==> src/rtl/counter_load_ctrl.sv <==
// Load-and-run sequencer for a 4-bit loadable counter: strobes a preset load,
// then enables counting for run_len cycles (pausable) and ends with a done pulse.
module counter_load_ctrl (
   input  logic       clk,
   input  logic       rst,
   input  logic       start,
   input  logic [3:0] preset,
   input  logic [3:0] run_len,
   input  logic       pause,
   input  logic [3:0] q_in,
   output logic       load,
   output logic       en,
   output logic [3:0] d,
   output logic       busy,
   output logic       done,
   output logic       wrap
);

   // state | meaning
   // IDLE  | waiting for start; captures preset/run_len on acceptance
   // LOAD  | one-cycle load strobe to the counter
   // RUN   | counting; en follows !pause, remaining counts down
   // DONE  | one-cycle end-of-sequence pulse
   typedef enum logic [1:0] {
      IDLE = 2'd0,
      LOAD = 2'd1,
      RUN  = 2'd2,
      DONE = 2'd3
   } state_t;

   state_t     state, state_nxt;
   logic [3:0] remaining, remaining_nxt;
   logic [3:0] d_reg, d_nxt;
   logic       wrap_reg, wrap_nxt;
   logic       en_int;

   always_ff @(posedge clk or negedge rst) begin
      if (!rst) begin
         state     <= IDLE;
         remaining <= 4'd0;
         d_reg     <= 4'd0;
         wrap_reg  <= 1'b0;
      end else begin
         state     <= state_nxt;
         remaining <= remaining_nxt;
         d_reg     <= d_nxt;
         wrap_reg  <= wrap_nxt;
      end
   end

   assign en_int = (state == RUN) && !pause;

   always_comb begin
      state_nxt     = state;
      remaining_nxt = remaining;
      d_nxt         = d_reg;
      wrap_nxt      = wrap_reg;
      unique case (state)
         IDLE: begin
            if (start) begin
               d_nxt         = preset;
               remaining_nxt = run_len;
               wrap_nxt      = 1'b0;
               state_nxt     = LOAD;
            end
         end
         LOAD: begin
            state_nxt = (remaining == 4'd0) ? DONE : RUN;
         end
         RUN: begin
            // remaining is never 0 here: LOAD bypasses RUN for run_len=0
            if (en_int) begin
               remaining_nxt = remaining - 4'd1;
               if (remaining == 4'd1) state_nxt = DONE;
               if (q_in == 4'hf)      wrap_nxt  = 1'b1;
            end
         end
         DONE: begin
            state_nxt = IDLE;
         end
         default: begin
            state_nxt = IDLE;
         end
      endcase
   end

   assign load = (state == LOAD);
   assign en   = en_int;
   assign busy = (state != IDLE);
   assign done = (state == DONE);
   assign d    = d_reg;
   assign wrap = wrap_reg;

endmodule

==> config.mk <==
export PLATFORM = sky130hd
export DESIGN_NAME = counter_load_ctrl
export DESIGN_NICKNAME = d
export VERILOG_FILES = /design/src/rtl/counter_load_ctrl.sv
export SDC_FILE = /design/constraint.sdc
export NUM_CORES = 1
export LEC_CHECK = 0
export ABC_AREA = 1
export CORE_UTILIZATION = 30
export DETAILED_ROUTE_END_ITERATION = 16
export GPL_ROUTABILITY_DRIVEN = 1
export PLACE_DENSITY_LB_ADDON = 0.3
export SYNTH_ARGS = -nofsm -noshare
export SYNTH_HDL_FRONTEND = slang
export SYNTH_SLANG_ARGS = --single-unit
==> constraint.sdc <==
create_clock -name clk -period 1.6 [get_ports clk]
set_clock_uncertainty 0.2 [all_clocks]
set_input_delay 0.16 -clock clk [delete_from_list [all_inputs] [get_ports clk]]
set_output_delay 0.16 -clock clk [all_outputs]
set_load 0.005 [all_outputs]
# Yosys cells after proc, flatten, opt, wreduce, memory -nomap -nowiden

Cells that the tools add are included.

$add $sub $neg: 1
Muxes and demuxes: 12
Equality and inequality tests: 9
Reductions and logical operators: 10

Operator list:

| cell                                                                    | count |
|---|---|
| 4-bit two-way mux                                                       | 2 |
| 2-bit case mux with 4 select lines                                      | 1 |
| 4-bit case mux with 2 select lines                                      | 1 |
| 2-bit two-way mux                                                       | 3 |
| 3-bit AND reduction                                                     | 2 |
| 2-bit equality test, second input constant                              | 2 |
| 4-bit by 1-bit equality test with 1-bit output, second input constant   | 1 |
| 4-bit equality test, second input constant                              | 1 |
| 4-bit zero test                                                         | 1 |
| 1-bit two-way mux                                                       | 4 |
| 2-bit by 1-bit inequality test with 1-bit output, second input constant | 2 |
| 2-bit inequality test, second input constant                            | 2 |
| 4-bit AND reduction                                                     | 1 |
| 2-bit nonzero test                                                      | 2 |
| 4-bit by 1-bit subtractor with 4-bit output, second input constant      | 1 |
| 2-bit by 1-bit equality test with 1-bit output, second input constant   | 1 |
| 2-bit zero test                                                         | 1 |
| 1-bit case mux with 2 select lines                                      | 1 |
| 2-bit AND reduction                                                     | 1 |
| 1-bit logical AND                                                       | 1 |
| 1-bit zero test                                                         | 1 |

Word-level logic and storage cells: 36
Register bits after elaboration: 11
Output and inout bits: 9
Input bits: 16

# Depth between registers and ports, before layout

Depth after elaboration: 4
Gate-level depth with buffers: 9
Mapped depth without buffers: 8

# Least setup slack after synthesis

OpenSTA, ideal clock, no wires.

Kind: reg-to-reg
Start: reg state[0]
End: reg d_reg[0] (netlist: d[0])
Cell stages (with the launch flop): 5
Required time: 1275 ps
Data arrival time: 1169 ps
Path slack: 106 ps
Clock period less this slack: 1494 ps
Buffers on the path: 0
Cell sequence: dfrtp_1 > inv_1 > ha_1 > nand2_1 > mux2_2

Word-level cells in the longest chain between the ends: 2

Ends and longest elaborated chain:

| what                                 | line | source |
|---|---|---|
| from (decl)                          | 31   | `state_t state, state_nxt;` |
| from (signal assigned)               | 44   | `state <= state_nxt;` |
| 2-bit zero test                      | 58   | `unique case (state)` |
| 2-bit AND reduction (no source line) | n/a  |  |
| to (signal assigned)                 | 46   | `d_reg <= d_nxt;` |
| to (decl)                            | 33   | `logic [3:0] d_reg, d_nxt;` |

No other way between the ends.
A chain may end at the register's enable or synchronous reset.

# Worst setup path in the final report

Start: reg state[0]
End: out en

Word-level cells in the longest chain between the ends: 2

Ends and longest elaborated chain:

| what                | line | source |
|---|---|---|
| 2-bit equality test | 51   | `assign en_int = (state == RUN) && !pause;` |
| 1-bit logical AND   | 51   |  |
| to (decl)           | 12   | `output logic en,` |

No other way between the ends.

==> metrics.md <==
| Metric | Value |
|---|---|
| Worst endpoint required time | `1.24 ns` |
| Status | `finished with violations` |
| Rows | `17` |
| Die area | `roughly 2600 um^2` |
| Via density | `4.43` |
| RSZ-0062 raised after global routing | `yes` |
| Rel. slew slack | `64.0%` |
| Max-cap viol count | `0` |
| Hold buffer count at CTS | `0` |
| Final hold vios | `0` |
| Worst setup margin | `-0.00672 ns` |
| Crit. Startpoint | `state[0]$_DFFE_PN0P_` |
| CP arrival | `1.25 ns` |
| Initial antenna violation count | `0` |
| Synth Net Count | `approximately 120` |
| Initial DRC count | `13` |
| PD cells | `1920 nW/um^2` |
| Routed Antenna Nets | `0` |
| Total Routing Usage GR | `around 15%` |
| Tmin final | `roughly 1.6 ns` |
| Kind of critical path | `reg2out` |
| Starting Density | `32.2%` |
| FF-to-FF setup slack | `~0.04 ns` |
| CTS clk-pin slew, worst paths | `0.08 ns` |
| P_leak | `0.598 nW` |
| Synth Register Bits | `11` |
| Core ar. | `2250 um^2` |
| Tcrit/Tclk final | `100%` |
| Final Slew Violations | `0` |
| Hold/Removal Path Class | `in2async` |
| Area grow syn2layout | `67.9%` |
| Crit-path slowest cell | `dfrtp_1` |
| TritonCTS clock tree | `built` |
| Critical Path Max Stage Delay | `0.40 ns` |
| Filler instances | `209` |
| Total routed wirelength | `1770 um` |
| Total power | `between 2 and 2.5 mW` |
| DIE WIDTH | `51.2 um` |
| RR Endpoint | `wrap$_DFFE_PN0P_` |
| Seq/Total Area, Yosys | `approximately 38%` |
| CP cell instances | `buf_6, inv_6, ha_4, inv_2, nor2_1, buf_2` |
| I/O Pins | `25` |
| Cts bufs inserted | `3` |
| DRC viols | `0` |
| Startpoint types | `register` |
| Most common cell after layout, fill and taps aside | `nand2_1` |
| Root Driver | `clkbuf_4` |
| Clk sinks | `11` |
| Pre-Repair DR Iteration Count | `4` |
| Slew @ Worst Pin | `between 0.5 and 0.6 ns` |
| Nets@finish | `155` |
| # port buffers | `24` |
| Most frequent cells in the layout | `nand2_1, clkdlybuf4s50_1, dfrtp_1` |
| CP Capture Type | `output pin` |
| ANT cells | `0` |
| Pin count of the biggest net entering global routing | `12` |
| Synth cell types | `15` |
| WL per Instance | `between 10 and 15 um` |
| Global route overflow | `0` |
| CTS Buffer Depth | `2` |
| GP Congestion | `roughly 0.77` |
| Peak VDD IR | `between 0.0009 and 0.001 V` |
| Synth Cell Area | `726 um^2` |
| Final setup fails | `1` |
| Hpwl dp | `between 1000 and 1500 um` |
| Failing checks | `setup timing` |
| Mean Syn Cell Area | `7.89 um^2` |
| Reg2Reg Depth | `8` |
| Layout cells sized above 1 | `32.1%` |
| Mapped Cells | `92` |
| Non-filler cells, final | `159` |
| DIE HEIGHT | `51.2 um` |
| First-pass GRT wire length | `2770 um` |
| Achievable Freq | `between 600 and 700 MHz` |
| YS warnings | `0` |
| Worst-skew pair later-pin latency | `0.27 ns` |
| Vias | `705` |
| Placed cells | `149` |
| Crit-path max FO | `3` |
| End of the critical path | `en` |
| Vias in the first global route | `657` |
| Reg2reg start | `state[1]$_DFFE_PN0P_` |
| Max H-tree Level | `1` |
cell families (layout without fill, tap and decap cells):
| group | Yosys count | count (layout) | share of synthesized area (%) |
|---|---|---|---|
| flops | 11 | 11 | 37.9 |
| buf+inv | 14 | 53 | 8.28 |
| compound gates | 6 | 6 | 4.65 |
| simple gates | 50 | 50 | 30.9 |
| fa+ha+maj | 7 | 7 | 12.1 |
| mux | 4 | 4 | 6.21 |
worst max-delay path, delay by kind of cell (launching register included):
kind                     cells  cell delay, ns
flip-flops                   1            0.40
adder cells (fa/ha/maj)      1            0.14
buffers and inverters        4            0.34
AND/OR/NAND/NOR              1            0.09
worst min path at each step:
stage,slack (ns),to,start,depth (start not counted)
after global routing,0.06,remaining[1]$_DFFE_PN0P_,rst,1
after floorplan,-0.34,d[0]$_DFFE_PN0P_,rst,0
after CTS,0.04,remaining[1]$_DFFE_PN0P_,rst,1
after detailed placement,0.30,d[0]$_DFFE_PN0P_,d[0]$_DFFE_PN0P_,1
after global placement,0.29,d[0]$_DFFE_PN0P_,d[0]$_DFFE_PN0P_,1
final,0.03,remaining[1]$_DFFE_PN0P_,rst,1
area by class of cell:
class / count / area [um^2] / share of cell area [%]
inverters: 13 / 53.8 / 4.41
clock buffers: 4 / 26.3 / 2.16
multi-input cells: 67 / 483 / 39.6
flip-flops and latches: 11 / 275 / 22.6
repair buffers: 36 / 345 / 28.3
well taps: 28 / 35.0 / 2.87
metal layers:
| layer | vias up | part of all wire [%] | track usage [%] | wire (um) |
|---|---|---|---|---|
| met4 | 0 | 0.40 | 2.78 | 7 |
| met1 | 318 | 45 | 16.7 | 796 |
| met5 | - | 0 | 0 | 0 |
| met2 | 19 | 47 | 24.3 | 832 |
| li1 | 366 | - | - | - |
| met3 | 2 | 7.5 | 7.14 | 132 |
synthesized netlist by cell type:
| master | n | area (um^2) |
|---|---|---|
| a21oi_1 | 2 | 10.0 |
| a21oi_2 | 1 | 8.76 |
| buf_6 | 1 | 11.3 |
| dfrtp_1 | 11 | 275 |
| ha_1 | 7 | 87.6 |
| inv_1 | 13 | 48.8 |
| mux2_2 | 4 | 45.0 |
| nand2_1 | 32 | 120 |
| nand2_4 | 1 | 11.3 |
| nand3_1 | 6 | 30.0 |
| nand3_4 | 1 | 17.5 |
| nor2_1 | 7 | 26.3 |
| nor2_2 | 3 | 18.8 |
| o21ai_0 | 2 | 10.0 |
| o21ai_1 | 1 | 5.00 |
what timing repair did:
action,CTS,global route
endpoints found under the setup margin,4,14
setup buffers,3,3
gates resized for setup,19,28
pin swaps,1,7
per-stage QoR:
step	util, %	TNS [ns]	hold slack (ns)	instance area [um^2]	setup WS, ns
CTS	49.5	-0.00764	0.0441	1120	-0.00448
detailed placement	45.9	-0.0268	0.295	1030	-0.0268
finish	54.1	-0.00672	0.0301	1220	-0.00672
floorplan	-	0	-0.336	726	0.106
global placement	45.9	0	0.292	1030	0.0103
global route	54.1	-0.111	0.0614	1220	-0.0627
power breakdown:
group / internal [mW] / switching, mW / total (mW)
registers: 0.425 / 0.105 / 0.530
clock network: 0.0966 / 0.101 / 0.198
logic: 0.837 / 0.771 / 1.61
No activity file was read; power rests on OpenSTA's default activity.
